$ cat src/rtl/des_req_arbiter.sv
// Purpose: round-robin sharing of one pipelined des_con core between NUM_REQ requesters, with key caching and result routing.
// Latency: a grant in cycle t issues to the core at t+1; a core result in cycle r is presented to its owner at r+1.
// Backpressure: req_ready drops while the tag FIFO is full or the issue gap is running; responses cannot be stalled.
module des_req_arbiter #(
   parameter int NUM_REQ    = 4,
   parameter int FIFO_DEPTH = 32,
   parameter int ISSUE_GAP  = 1
) (
   input  logic                    clk,
   input  logic                    rst,
   input  logic [NUM_REQ-1:0]      req_valid,
   output logic [NUM_REQ-1:0]      req_ready,
   input  logic [64*NUM_REQ-1:0]   req_text,
   input  logic [64*NUM_REQ-1:0]   req_key,
   input  logic [NUM_REQ-1:0]      req_decrypt,
   output logic [63:0]             core_text,
   output logic [63:0]             core_key,
   output logic                    core_text_valid,
   output logic                    core_key_valid,
   output logic                    core_decrypt,
   input  logic [63:0]             core_result,
   input  logic                    core_result_valid,
   output logic [NUM_REQ-1:0]      rsp_valid,
   output logic [63:0]             rsp_data,
   output logic                    err_orphan,
   output logic                    busy
);

   localparam int TAG_W = (NUM_REQ > 1) ? $clog2(NUM_REQ) : 1;
   localparam int PTR_W = $clog2(FIFO_DEPTH);
   localparam int CNT_W = PTR_W + 1;
   localparam int GAP_W = (ISSUE_GAP > 1) ? $clog2(ISSUE_GAP) : 1;

   typedef struct packed {
      logic [63:0] text;
      logic [63:0] key;
      logic        decrypt;
   } job_t;

   logic [TAG_W-1:0]   rr_ptr;
   logic [TAG_W-1:0]   winner;
   logic [TAG_W-1:0]   idx;
   logic               grant_found;
   logic               can_issue;
   logic               handshake;
   logic               key_new;
   logic               key_loaded;
   logic [GAP_W-1:0]   gap_cnt;
   job_t               sel_job;

   logic [TAG_W-1:0]   tag_mem [FIFO_DEPTH];
   logic [PTR_W-1:0]   wr_ptr;
   logic [PTR_W-1:0]   rd_ptr;
   logic [CNT_W-1:0]   count;
   logic               push;
   logic               pop;
   logic [NUM_REQ-1:0] head_onehot;

   assign can_issue = (count < CNT_W'(FIFO_DEPTH)) && (gap_cnt == '0);
   assign handshake = can_issue && grant_found;
   assign push      = handshake;
   assign pop       = core_result_valid && (count != '0);
   assign busy      = (count != '0);
   // core_key doubles as the last loaded key
   assign key_new   = !key_loaded || (sel_job.key != core_key);

   // Rotating priority search starting just after the last winner
   always_comb begin
      winner      = '0;
      idx         = '0;
      grant_found = 1'b0;
      for (int k = 1; k <= NUM_REQ; k++) begin
         idx = TAG_W'((int'(rr_ptr) + k) % NUM_REQ);
         if (!grant_found && req_valid[idx]) begin
            winner      = idx;
            grant_found = 1'b1;
         end
      end
   end

   // One-hot ready to the winner and mux of the winning job fields
   always_comb begin
      req_ready = '0;
      sel_job   = '0;
      for (int i = 0; i < NUM_REQ; i++) begin
         req_ready[i] = can_issue && grant_found && (winner == TAG_W'(i));
         if (winner == TAG_W'(i)) begin
            sel_job.text    = req_text[64*i +: 64];
            sel_job.key     = req_key[64*i +: 64];
            sel_job.decrypt = req_decrypt[i];
         end
      end
   end

   // Issue register: one-cycle pulse to the core, key load only on key change
   always_ff @(posedge clk) begin
      if (!rst) begin
         core_text_valid <= 1'b0;
         core_key_valid  <= 1'b0;
         core_text       <= '0;
         core_key        <= '0;
         core_decrypt    <= 1'b0;
         key_loaded      <= 1'b0;
         rr_ptr          <= TAG_W'(NUM_REQ - 1);
      end else begin
         core_text_valid <= handshake;
         core_key_valid  <= handshake && key_new;
         if (handshake) begin
            core_text    <= sel_job.text;
            core_decrypt <= sel_job.decrypt;
            rr_ptr       <= winner;
            if (key_new) begin
               core_key   <= sel_job.key;
               key_loaded <= 1'b1;
            end
         end
      end
   end

   // Issue spacing counter for time-shared cores
   always_ff @(posedge clk) begin
      if (!rst) begin
         gap_cnt <= '0;
      end else if (handshake) begin
         gap_cnt <= GAP_W'(ISSUE_GAP - 1);
      end else if (gap_cnt != '0) begin
         gap_cnt <= gap_cnt - GAP_W'(1);
      end
   end

   // Tag FIFO pointers and occupancy; push and pop may coincide
   always_ff @(posedge clk) begin
      if (!rst) begin
         wr_ptr <= '0;
         rd_ptr <= '0;
         count  <= '0;
      end else begin
         if (push) wr_ptr <= wr_ptr + PTR_W'(1);
         if (pop)  rd_ptr <= rd_ptr + PTR_W'(1);
         if (push && !pop)      count <= count + CNT_W'(1);
         else if (pop && !push) count <= count - CNT_W'(1);
      end
   end

   // Tag storage; contents are don't-care until written
   always_ff @(posedge clk) begin
      if (push) tag_mem[wr_ptr] <= winner;
   end

   // Decode the head tag into a requester select
   always_comb begin
      head_onehot = '0;
      for (int i = 0; i < NUM_REQ; i++) begin
         head_onehot[i] = (tag_mem[rd_ptr] == TAG_W'(i));
      end
   end

   // Route each in-order result back to its owner; flag results with no owner
   always_ff @(posedge clk) begin
      if (!rst) begin
         rsp_valid  <= '0;
         rsp_data   <= '0;
         err_orphan <= 1'b0;
      end else begin
         rsp_valid <= '0;
         if (pop) begin
            rsp_valid <= head_onehot;
            rsp_data  <= core_result;
         end
         if (core_result_valid && (count == '0)) err_orphan <= 1'b1;
      end
   end

endmodule

$ cat config.mk
export PLATFORM = sky130hd
export DESIGN_NAME = des_req_arbiter
export DESIGN_NICKNAME = d
export VERILOG_FILES = /design/src/rtl/des_req_arbiter.sv
export SDC_FILE = /design/constraint.sdc
export NUM_CORES = 1
export LEC_CHECK = 0
export CAP_MARGIN = 20
export CORE_AREA = 2 2 311 313
export CTS_CLUSTER_SIZE = 25
export DETAILED_ROUTE_END_ITERATION = 8
export DIE_AREA = 0 0 313 315
export MAX_ROUTING_LAYER = met4
export SLEW_MARGIN = 20
export SYNTH_ARGS = -nofsm -noshare
export SYNTH_HDL_FRONTEND = slang
export SYNTH_SLANG_ARGS = --single-unit
$ cat constraint.sdc
create_clock -name clk -period 13.8 [get_ports clk]
set_clock_uncertainty 0.15 [all_clocks]
set_input_delay 4.14 -clock clk [delete_from_list [all_inputs] [get_ports clk]]
set_output_delay 4.14 -clock clk [all_outputs]
set_load 0.005 [all_outputs]
==> results.cfg, run 1 <==
[status]
status = finished, final reports clean

[cts]
htree_levels = 2
cts_root_buf = clkbuf_16
cts_tree = done
worstSkewPairLatency_ns = 0.57
cts.clk_slew.worst_paths_ns = 0.05
cts.hold.buffers_added = 0
cts_buffers = 39
cts.sinks = 289
cts_setup_buffers = 0
cts_resized = 0
clockBufferDepth = 3

[timing]
finalMaxSlewViolations = 0
setup-violations-final = 0
rsz0062_at_grt = false
fin_hold_ws_ns = 0.301
maxClockFrequency_mhz = 88.2
tns_ns = 0
worstMarginPinSlew_ns = 1.09
report.final.hold_viol_count = 0
min_period_over_period_pct = 82.2
maxSlewHeadroom_pct = 25.5
period_needed_ns = 11.34

[critical_path]
path_cells = clkdlybuf4s50_1, nor2b_1, o21a_2, nor3_2, buf_4, nor4_1, clkdlybuf4s50_1
critical_path_arrival_ns = 7.05
worstPathRequired_ns = 9.51
crit_top_cell = clkdlybuf4s50_1
cp.buffers_inverters = 3
slowest_stage = buf_4
path_class = input pin to output pin
critPathLaunchType = input pin
crit_family = buffers and inverters
r2r_slack_ns = 7.48
slowest_delay_ns = 0.69
cp_max_fo = 58
crit_path_end_kind = output pin

[floorplan]
fp.dieH_um = 315
ios = 792
core_area_um2 = 95700
die-width_um = 313
core.rowCount = 114
start_util_pct = 17.3
design.die.area_um2 = 98600

[pwr]
p_leak_nw = 9.90
ir_worst_vdd_mv = 0.0935
powerDensity_nw_per_um2 = 142

[layout]
synthToLayoutAreaGrowth_pct = 63.1
drive_above_1_share_pct = 5.20
final_nets = 3416
mostFrequentLayoutCell = clkdlybuf4s50_1
fin_area_um2 = 26900
final_util_pct = 28.1
layout_common_cells = 791 x clkdlybuf4s50_1, 562 x nand2_1, 240 x nand3_1

[place]
routabilityCongestion = 0.932
hpwl_um = 73900
io_buffer_count = 791
place_area_um2 = 25600

[detailed_routing]
post-route-drc-count = 0
num_vias = 18800
drt-wirelength-per-cell_um = 23.2
drt_iter0_drc = 2053
dr.pass1.iters = 6
routed_via_density = 4.56
wl_um = 96000
ant_nets = 0

[yosys]
synth_compound_area_share_pct = 14.5
seq_area_frac_synth_pct = 38.9
yosysWarningCount = 0
syn_area_um2 = 16500
synth-edff-count = 64
synthAdderAreaFrac_pct = 0.879
ys_ff_latch = 289
synth_top_flop_cell = dfxtp_1
yosys.area_share.simple_pct = 26.3
syn_area_per_cell_um2 = 7.77
synthDistinctLibCells = 79
synth_xor_area_share_pct = 3.45
yosys.area.top_type_share_pct = 27.3
synth_area_leaders = dfxtp_1 27%, nand2_1 13%, edfxtp_1 12%
synth_nets = 2723
synth_top_cell_by_area = dfxtp_1
syn_inst = 2125
synthMuxAreaShare_pct = 10.6
synthArstFlopShare_pct = 0
synth_top_family_by_area = simple AND/OR/NAND/NOR gates

[grt]
grt_pass1_wl_um = 131000
antenna_found_initial = 22
grt_max_degree = 136
grt_use_total_pct = 19.0
first_global_vias = 18000
grt_overflow_total = 0

[job]
maxCapViolations = 0

[min_path]
hp-class = register to register
-- sequential cells by signal (all words and copies together), names as in the netlist, named ones only --
| name | count |
|---|---|
| err_orphan | 1 |
| core_text | 64 |
| wr_ptr | 5 |
| gap_cnt | 1 |
| count | 6 |
| rd_ptr | 5 |
| core_text_valid | 1 |
| rsp_data | 64 |
| rr_ptr | 2 |
| key_loaded | 1 |
| core_key_valid | 1 |
| core_decrypt | 1 |
| rsp_valid | 4 |
| core_key | 64 |
| tag_mem | 64 |
-- per-stage QoR --
stage          worst slack (ns)  power (W)  instances
2_1_floorplan              3.02    0.00195       2125
3_3_place_gp               2.49    0.00277       4052
3_5_place_dp               2.47    0.00278       4052
4_1_cts                    2.45    0.00385       4120
5_1_grt                    2.32    0.00402       4137
6_report                   2.46    0.00381       4137
-- cells in the mapped netlist, types with 8 or more instances --
cell type	n
nand2_1	563
nand3_1	240
dfxtp_1	225
a21oi_1	211
clkbuf_1	128
mux2i_1	117
nor2_1	78
edfxtp_1	64
nand4_1	44
o21ai_1	40
o21ai_0	39
inv_1	37
xnor2_1	35
xor2_1	30
mux4_2	20
buf_1	19
buf_2	14
o22ai_1	13
nor4_1	12
o211ai_1	12
mux2_2	11
nor3_1	11
ha_1	10
or3_1	9
nand2b_1	8
o2111ai_1	8
-- report_power, final --
part	switching [W]	leakage, nW	internal [W]
Combinational	0.000919	6.87	0.000711
Clock	0.000430	0.602	0.000612
Sequential	0.000140	2.43	0.00100
-- layer usage --
metal	wire length [um]	vias to the layer above	track usage, %
li1	-	8870	-
met1	41000	8875	24.1
met2	41900	967	27.7
met3	10400	136	7.02
met4	2700	0	5.97
met5	0	-	-
-- worst min-delay path, cell delays in order (launching register included) --
cell,delay (ns)
dfxtp_1,0.30
nand2_1,0.05
a21oi_1,0.05
-- final cells by class --
cell class / instances / area (um^2)
well taps: 1276 / 1600
flip-flops and latches: 289 / 6430
inverters: 41 / 174
diodes: 16 / 40.0
clock inverters: 18 / 216
clock buffers: 50 / 1050
multi-input cells: 1624 / 9270
repair buffers: 823 / 8170
fillers: 10200 / 68800
-- cells by family after synthesis --
| family | after synthesis |
|---|---|
| and+or+nand+nor | 995 |
| DFF | 289 |
| other | 1 |
| xor gates and xnor gates | 65 |
| adders and majority gates | 11 |
| muxes | 149 |
| buffers and inverters | 212 |
| AOI/OAI and AO/OA | 403 |
-- path summary, 6_finish.rpt --
kind / from / endpoint / cells after the start
setup reg to reg: rr_ptr[0]$_SDFFE_PN1P_ / core_key[18]$_SDFFE_PN0P_ / 14
setup / recovery: req_valid[3] / req_ready[1] / 7
hold reg to reg: core_text[38]$_SDFFE_PN0P_ / core_text[38]$_SDFFE_PN0P_ / 2
hold / removal: core_text[38]$_SDFFE_PN0P_ / core_text[38]$_SDFFE_PN0P_ / 2
(Power assumes the default switching activity.)
==> run 2, diff against run 1 <==
--- a/config.mk
+++ b/config.mk
@@ -6,10 +6,10 @@
 export NUM_CORES = 1
 export LEC_CHECK = 0
 export CAP_MARGIN = 20
-export CORE_AREA = 2 2 311 313
+export CORE_AREA = 2 2 310 312
 export CTS_CLUSTER_SIZE = 25
 export DETAILED_ROUTE_END_ITERATION = 8
-export DIE_AREA = 0 0 313 315
+export DIE_AREA = 0 0 312 314
 export MAX_ROUTING_LAYER = met4
 export SLEW_MARGIN = 20
 export SYNTH_ARGS = -nofsm -noshare
==> constraint.sdc (replaced) <==
create_clock -name clk -period 9.9 [get_ports clk]
set_clock_uncertainty 0.15 [all_clocks]
set_input_delay 2.97 -clock clk [delete_from_list [all_inputs] [get_ports clk]]
set_output_delay 2.97 -clock clk [all_outputs]
set_load 0.005 [all_outputs]
==> results.cfg, run 2 (synthesis results as in run 1) <==
[status]
status = finished, final reports clean

[layout]
mostFrequentLayoutCell = clkdlybuf4s50_1
drive_above_1_share_pct = 5.20
final.fill_count = 10300
layout.cells.non_filler = 4132
final_nets = 3412
layout_common_cells = 790 x clkdlybuf4s50_1, 562 x nand2_1, 240 x nand3_1
synthToLayoutAreaGrowth_pct = 63.5
final_util_pct = 28.6

[place]
place_inst = 4037
routabilityCongestion = 0.939
hpwl_um = 75300
io_buffer_count = 791

[detailed_routing]
wl_met1_um = 43500
drt-wirelength-per-cell_um = 23.5
routed_via_density = 4.57
highest_layer = met4
wl_um = 97200
ant_nets = 0
drt_iter0_drc = 1543
wl_met3_um = 8640
num_vias = 18900
post-route-drc-count = 0
dr.pass1.iters = 5
wl_met2_um = 42500

[critical_path]
r2r_start = rr_ptr[0]$_SDFFE_PN1P_
cp.buffers_inverters = 3
critical_path_arrival_ns = 5.83
r2r_slack_ns = 4.40
path_class = input pin to output pin
path_cells = clkdlybuf4s50_1, nor2b_1, o21a_2, nor3_2, inv_6, nor3_1, clkdlybuf4s50_1
cp_max_fo = 43
crit_start = req_valid[3]
slowest_delay_ns = 0.67
worstRegToRegCells = 13
critPathLaunchType = input pin
slowest_stage = nor3_1
worstPathRequired_ns = 6.78
crit_path_end_kind = output pin
crit_family = buffers and inverters
reg2reg_to = core_key[15]$_SDFFE_PN0P_
crit_top_cell = clkdlybuf4s50_1

[min_path]
min_to = rsp_data[8]$_SDFFE_PN0P_
hp-class = register to register
holdPathStages = 2
hold_start = rsp_data[8]$_SDFFE_PN0P_

[timing]
min_period_over_period_pct = 90.4
maxSlewHeadroom_pct = 24.1
maxClockFrequency_mhz = 112
rsz0062_at_grt = false
finalMaxSlewViolations = 0
report.final.hold_viol_count = 0
tns_ns = 0
setup-violations-final = 0
period_needed_ns = 8.95
worstMarginPinSlew_ns = 1.11

[cts]
cts_setup_buffers = 0
cts_buffers = 40
clockBufferDepth = 3
htree_levels = 2
cts.hold.buffers_added = 0
cts.sinks = 289
worstSkewPairLatency_ns = 0.59
cts_tree = done
cts_root_buf = clkbuf_16
cts.clk_slew.worst_paths_ns = 0.05
cts_resized = 0

[grt]
grt_max_degree = 148
grt_use_total_pct = 19.4
grt_pass1_wl_um = 134000
first_global_vias = 18200
grt_overflow_total = 0
antenna_found_initial = 31

[floorplan]
fp.dieH_um = 314
design.die.area_um2 = 98000
core_area_um2 = 94400
ios = 792
core.rowCount = 113
die-width_um = 312
start_util_pct = 17.5

[pwr]
total_power_w = 0.00534
ir_worst_vdd_mv = 0.130
powerDensity_nw_per_um2 = 198
p_leak_nw = 9.94

[job]
maxCapViolations = 0
## run 2: cell types whose count changed in the layout (fill, tap and decap cells not counted), sizes merged
cell / before / now
clkdlybuf4s50: 791 / 790
clkinvlp: 6 / 4
inv: 43 / 42
buf: 32 / 28
clkinv: 6 / 14
clkbuf: 50 / 52
diode: 16 / 21
bufinv: 4 / 3
## run 2: layout make-up
type | count | area, um^2 | area share [%]
diodes | 21 | 52.6 | 0.195
clock buffers | 52 | 1100 | 4.06
flip-flops and latches | 289 | 6430 | 23.8
clock inverters | 22 | 262 | 0.968
well taps | 1265 | 1580 | 5.86
inverters | 41 | 174 | 0.644
repair buffers | 818 | 8160 | 30.2
multi-input cells | 1624 | 9260 | 34.3
## run 2: worst register-to-register path: stages, from the launching register on
cell	delay, ns
dfxtp_1	0.35
nor2b_1	0.08
o21a_2	0.26
nor3_2	0.33
buf_4	0.25
buf_12	0.39
mux2i_1	1.28
mux2i_1	0.38
a2111oi_2	0.47
nand4_1	0.16
nand4bb_4	0.53
buf_4	0.44
nand3_1	0.21
a21oi_1	0.08
## run 2: per-layer routing
metal  global-route usage, %  vias to the layer above
li1                        -                     8875
met1                    25.6                     8950
met2                    28.6                      914
met3                    5.53                      139
met4                    5.49                        0
met5                       -                        -
## run 2: where the power goes
group	internal, W	leakage [nW]	switching [W]	total (W)
logic	0.000992	6.86	0.00126	0.00225
registers	0.00140	2.43	0.000189	0.00159
clock network	0.000874	0.652	0.000629	0.00150
total	0.00326	9.94	0.00208	0.00534
## run 2: how the worst max path moves through the flow
stage          slack [ns]           end  depth (start not counted)
6_report             0.95  req_ready[2]                          7
5_1_grt              0.99  req_ready[2]                          7
4_1_cts              1.10  req_ready[2]                          7
3_5_place_dp         1.13  req_ready[2]                          7
3_3_place_gp         0.78  req_ready[3]                          5
2_1_floorplan        1.46  req_ready[0]                          9
## run 2: metrics by stage
stage	hold slack (ns)	area, um^2	setup WS (ns)
detailed placement	0.296	25600	1.13
CTS	0.303	27000	1.10
floorplan	0.282	16500	1.46
finish	0.302	27000	0.950
global route	0.319	27000	0.985
global placement	0.291	25600	0.779
==> patch 1: new RTL, settings of run 1 <==
`NUM_REQ`: 4 -> 2.
--- a/src/rtl/des_req_arbiter.sv
+++ b/src/rtl/des_req_arbiter.sv
@@ -2,7 +2,7 @@
 // Latency: a grant in cycle t issues to the core at t+1; a core result in cycle r is presented to its owner at r+1.
 // Backpressure: req_ready drops while the tag FIFO is full or the issue gap is running; responses cannot be stalled.
 module des_req_arbiter #(
-   parameter int NUM_REQ    = 4,
+   parameter int NUM_REQ    = 2,
    parameter int FIFO_DEPTH = 32,
    parameter int ISSUE_GAP  = 1
 ) (
Interface: changed (6 resized); port bits go from 792 to 528. No check against the original RTL was run, so the function may have changed too.
==> patch 1 against run 1 <==
  * Setup slack improved by 370 ps
  * Routed wire length fell by 43%
  * Via count down 39%
  * Clock power decreased by 14%
  * Register-to-register slack better by 1100 ps
  * Largest cell class unchanged
  * Total power is 31% lower
  * Die area unchanged
  * Critical endpoint unchanged
  * Design area is 26% lower
  * Cell count fell by 24%
  * Sequential cell count shrank 35
  * Synthesized area decreased by 26%
==> patch 1: results (changes against run 1) <==
- The global-route wire length before repair is 76.6 mm (-41%).
- On the critical path the largest part of the delay comes from buffers and inverters.
- The post-placement cell area is 18,800 sq um (-27%).
- The worst-case reg-to-reg path depth was 12 (-2).
- The total iterations of the first detailed-routing run is 5 (-1).
- The met3 usage is 2.60% (-4.4 points).
- The time the worst path needs with I/O delays and setup came to 10,980 ps (-366 ps).
- In the synthesized netlist, the cells that appear most often are sky130_fd_sc_hd__nand2_1, sky130_fd_sc_hd__dfxtp_1, sky130_fd_sc_hd__a21boi_0.
- The via density per instance is 3.69 (-19%).
- The capturing instance or port of the critical path is req_ready[1].
- The layout net count is 2,170 (-36%).
- The post-synth net total is 1,687 (-38%).
- The worst min-delay path endpoint is core_text[5].
- The final routed wirelength across all metal layers was 54.4 mm (-43%).
- The signal arrival time at the worst endpoint was 6690 ps (-360 ps).
- The leakage power total is 6.87 nW (-31%).
- The worst min-delay path category is reg2reg.
- The met2 routed wirelength came to 24.7 mm (-41%).
- The final estimated routing congestion in global placement is 0.854 (-8.4%).
- The count of input and output buffers is 527 (-33%).
- The largest voltage drop on the vdd net was 0.0000734 V (-21%).
- The startpoint identified for the worst register-to-register timing path is rr_ptr.
- The delay of the slowest critical-path stage is 640 ps (-50 ps).
- The beginning of the critical path is req_valid[1].
- The number of different library cells in the post-synthesis netlist is 63 (-20%).
- The minimum setup slack among reg-to-reg paths was 8540 ps (+1060 ps).
- In this run the most critical hold path is launched from core_text[5].
- The capture point of the worst reg-to-reg path is core_key[54].
- The met1 routed wirelength after detailed routing is 24.5 mm (-40%).
- The maximum net fanout on the critical path is 67 (+16%).
- The number of antenna violations at the first check in global routing was 12 (-45%).
- The global routing usage on met1 came to 13.8% (-10 points).
- The met2 capacity usage during global routing was 16.4% (-11 points).
- The post-placement cell count came to 3,069 (-24%).
- The violation count after the first detailed-routing iteration came to 699 (-66%).
- The via count of the routed design is 11,600 (-39%).
- The register area share after synthesis was 44.2% (+5.3 points).
- The detailed route wirelength on metal3 was 3.32 mm (-68%).
- The headroom to the max-slew limit is 38.3% (+13 points).
- The total CTS buffers was 37 (-5.1%).
- On the critical path, the stage with the largest delay is an instance of sky130_fd_sc_hd__clkdlybuf4s50_1.
- The HPWL after detailed placement is 41.9 mm (-43%).
- By area the synthesized netlist is led by sky130_fd_sc_hd__dfxtp_1, sky130_fd_sc_hd__nand2_1, sky130_fd_sc_hd__a21boi_0.
- The flow ran to the end, and the final reports show no timing, DRC or antenna violations.
- The via count of the first global-routing pass is 11,300 (-37%).
- The maximum number of pins on one net before global-route repair was 97 (-29%).
- The post-synthesis cell count is 1,349 (-37%).
- The number of enable flip-flop cells after synthesis came to 32 (-50%).
- The final hold slack is 309 ps (+8.39 ps).
## patch 1: area by class of cell
cell class              count  area [sq um]
repair buffers            538          5360
inverters                  52           198
clock inverters            14          93.8
diodes                      5          12.5
clock buffers              50          1020
fillers                 10500         75800
multi-input cells         949          6250
flip-flops and latches    254          5410
well taps                1276          1600
## patch 1: cells by family (layout without fill, tap and decap cells)
| family | Yosys count | in the layout | synth area share, % |
|---|---|---|---|
| and+or+nand+nor | 468 | 468 | 16.9 |
| AOI/OAI and AO/OA | 324 | 324 | 20.0 |
| muxes | 106 | 106 | 10.0 |
| DFF | 254 | 254 | 44.2 |
| buffers and inverters | 146 | 654 | 4.85 |
| xor gates and xnor gates | 39 | 39 | 2.80 |
| adders and majority gates | 11 | 11 | 1.19 |
| other | 1 | 6 | 0.0307 |
## patch 1: report_power, final
| part | internal, W | switching, W |
|---|---|---|
| registers | 0.000862 | 0.0000925 |
| clock network | 0.000521 | 0.000375 |
| logic | 0.000421 | 0.000377 |
==> patch 2: new RTL, flow settings as in run 1 <==
Without the edit above. Reset style: asynchronous (`rst`), changed in 4 clocked blocks.
--- a/src/rtl/des_req_arbiter.sv
+++ b/src/rtl/des_req_arbiter.sv
@@ -93,7 +93,7 @@
    end
 
    // Issue register: one-cycle pulse to the core, key load only on key change
-   always_ff @(posedge clk) begin
+   always_ff @(posedge clk or negedge rst) begin
       if (!rst) begin
          core_text_valid <= 1'b0;
          core_key_valid  <= 1'b0;
@@ -118,7 +118,7 @@
    end
 
    // Issue spacing counter for time-shared cores
-   always_ff @(posedge clk) begin
+   always_ff @(posedge clk or negedge rst) begin
       if (!rst) begin
          gap_cnt <= '0;
       end else if (handshake) begin
@@ -129,7 +129,7 @@
    end
 
    // Tag FIFO pointers and occupancy; push and pop may coincide
-   always_ff @(posedge clk) begin
+   always_ff @(posedge clk or negedge rst) begin
       if (!rst) begin
          wr_ptr <= '0;
          rd_ptr <= '0;
@@ -156,7 +156,7 @@
    end
 
    // Route each in-order result back to its owner; flag results with no owner
-   always_ff @(posedge clk) begin
+   always_ff @(posedge clk or negedge rst) begin
       if (!rst) begin
          rsp_valid  <= '0;
          rsp_data   <= '0;
Formal check against the unedited RTL: not equivalent (Yosys sat finds a counterexample within 4 cycles, from zero or initial values and one cycle with rst low; the reset may be asserted at any time).
==> patch 2 against run 1 <==
  * Setup slack better by 490 ps
  * Routed wire length down 22%
  * Synthesized cell count down 18%
  * Via count down 20%
  * Synthesized area down 4.5%
  * Sequential cell count down 6
  * Combinational power up 63%
  * Total power up 32%
  * Design area down 2.9%
  * Count of clock-buffer cells in the layout down 3
  * Critical path type unchanged
==> patch 2: results (changes against run 1) <==
- The flow ran to the end, and the final reports show no timing, DRC or antenna violations.
- The largest voltage drop on the vdd net is 0.000100 V (+7.2%).
- The area fraction in compound gates after synthesis was 6.18% (-8.3 points).
- The HPWL after detailed placement came to 59.5 mm (-20%).
- The via density per instance came to 3.99 (-12%).
- The violation count after the first detailed-routing iteration was 915 (-55%).
- Among all flip-flop cells after synthesis, the most frequent one is sky130_fd_sc_hd__dfrtp_1.
- The minimum setup slack among reg-to-reg paths is 7510 ps (+30 ps).
- The multiplexer fraction of the synthesized cell area is 16.6% (+6.0 points).
- The register area share after synthesis is 47.0% (+8.1 points).
- The global-route wire length before repair came to 104 mm (-21%).
- The met3 usage is 4.22% (-2.8 points).
- The maximum net fanout on the critical path was 35 (-40%).
- The total iterations of the first detailed-routing run is 5 (-1).
- The maximum number of pins on one net before global-route repair is 120 (-12%).
- The worst setup slack before clock tree synthesis is 2940 ps (+470 ps).
- The final estimated routing congestion in global placement came to 0.897 (-3.8%).
- The via count of the routed design is 15,200 (-20%).
- The number of antenna violations at the first check in global routing is 16 (-27%).
- The post-synthesis area per instance is 9.02 sq um (+16%).
- The met2 routed wirelength is 33.8 mm (-19%).
- The post-placement cell area is 25,000 sq um (-2.4%).
- Sorting the synthesized cells by area gives the leading types as sky130_fd_sc_hd__dfrtp_1, sky130_fd_sc_hd__nand2_1, sky130_fd_sc_hd__edfxtp_1.
- The share of final-layout standard cells stronger than drive strength 1 is 5.81% (+0.61 points).
- The post-CTS clock slew at the launch and capture registers of the worst setup and hold paths is 60 ps.
- The leakage power total is 10.9 nW (+10%).
- The met1 routed wirelength after detailed routing was 32.7 mm (-20%).
- The final hold slack is 312 ps (+11.8 ps).
- The xor/xnor cell area share of the yosys netlist is 3.61% (+0.16 points).
- The final-layout fill cell count is 10,200 (-0.59%).
- The delay of the slowest critical-path stage is 550 ps (-140 ps).
- The global routing usage summed across all routing layers is 14.9% (-4.0 points).
- The dominant delay contributor by cell family on the critical path is buffers and inverters.
- The post-synthesis adder-cell area fraction was 0.920% (+0.042 points).
- The share of the clock period used by the worst path after layout came to 78.7% (-3.5 points).
- The post-placement cell count came to 3,724 (-8.1%).
- The detailed route wirelength on metal3 is 6.04 mm (-42%).
- The headroom to the max-slew limit is 33.1% (+7.6 points).
- The number of different library cells in the post-synthesis netlist is 52 (-34%).
- The global routing usage on met1 is 18.8% (-5.3 points).
- The largest individual stage delay along the critical path comes from the cell sky130_fd_sc_hd__clkdlybuf4s50_1.
- The share of synthesized flip-flops with an asynchronous set or reset came to 77.4% (+77 points).
- The total CTS buffers is 36 (-7.7%).
- Sorting the synthesized cells by how often they occur yields sky130_fd_sc_hd__nand2_1, sky130_fd_sc_hd__dfrtp_1, sky130_fd_sc_hd__mux2i_1.
- The layout net count was 3,084 (-9.7%).
- The signal arrival time at the worst endpoint is 6560 ps (-490 ps).
- The met2 capacity usage during global routing came to 22.8% (-4.9 points).
patch 2: changes by cell type after synthesis, moves of 34 or more:
cell,change
sky130_fd_sc_hd__nand2_1,+111
sky130_fd_sc_hd__o21ai_1,-39
sky130_fd_sc_hd__dfrtp_1,+217
sky130_fd_sc_hd__o21ai_0,+100
sky130_fd_sc_hd__dfxtp_1,-225
sky130_fd_sc_hd__a21oi_1,-207
sky130_fd_sc_hd__nand4_1,-34
sky130_fd_sc_hd__clkbuf_1,-54
sky130_fd_sc_hd__nand3_1,-174
patch 2: power breakdown:
part / switching, W / internal [W] / leakage [nW]
Clock: 0.000404 / 0.000547 / 0.561
Combinational: 0.00140 / 0.00126 / 7.18
Sequential: 0.000232 / 0.00117 / 3.20
patch 2: path summary, 6_finish.rpt:
| path | to | depth (start not counted) | start |
|---|---|---|---|
| max | req_ready[0] | 7 | req_valid[3] |
| min | key_loaded | 1 | key_loaded |
| max reg2reg | core_key[33] | 13 | rr_ptr[0] |
| min reg2reg | key_loaded | 1 | key_loaded |
| max in group asynchronous | rsp_data[55] | 3 | rst |
| min in group asynchronous | rsp_data[19] | 1 | rst |
patch 2: kinds of logic (layout without fill, tap and decap cells):
group                      after synthesis  count (layout)
adders and majority gates               11              11
other                                    0              10
buffers and inverters                  136             899
xor gates and xnor gates                65              65
and+or+nand+nor                        849             849
DFF                                    283             283
AOI/OAI and AO/OA                      180             180
muxes                                  225             225
patch 2: final cells by class:
class | count | area [sq um] | share of cell area [%]
timing repair buffer | 816 | 8120 | 31.0
multi-input combinational | 1330 | 7790 | 29.8
sequential | 283 | 7400 | 28.3
tap | 1276 | 1600 | 6.10
clock buffer | 47 | 992 | 3.79
clock inverter | 17 | 161 | 0.617
inverter | 19 | 76.3 | 0.292
antenna | 10 | 25.0 | 0.0956
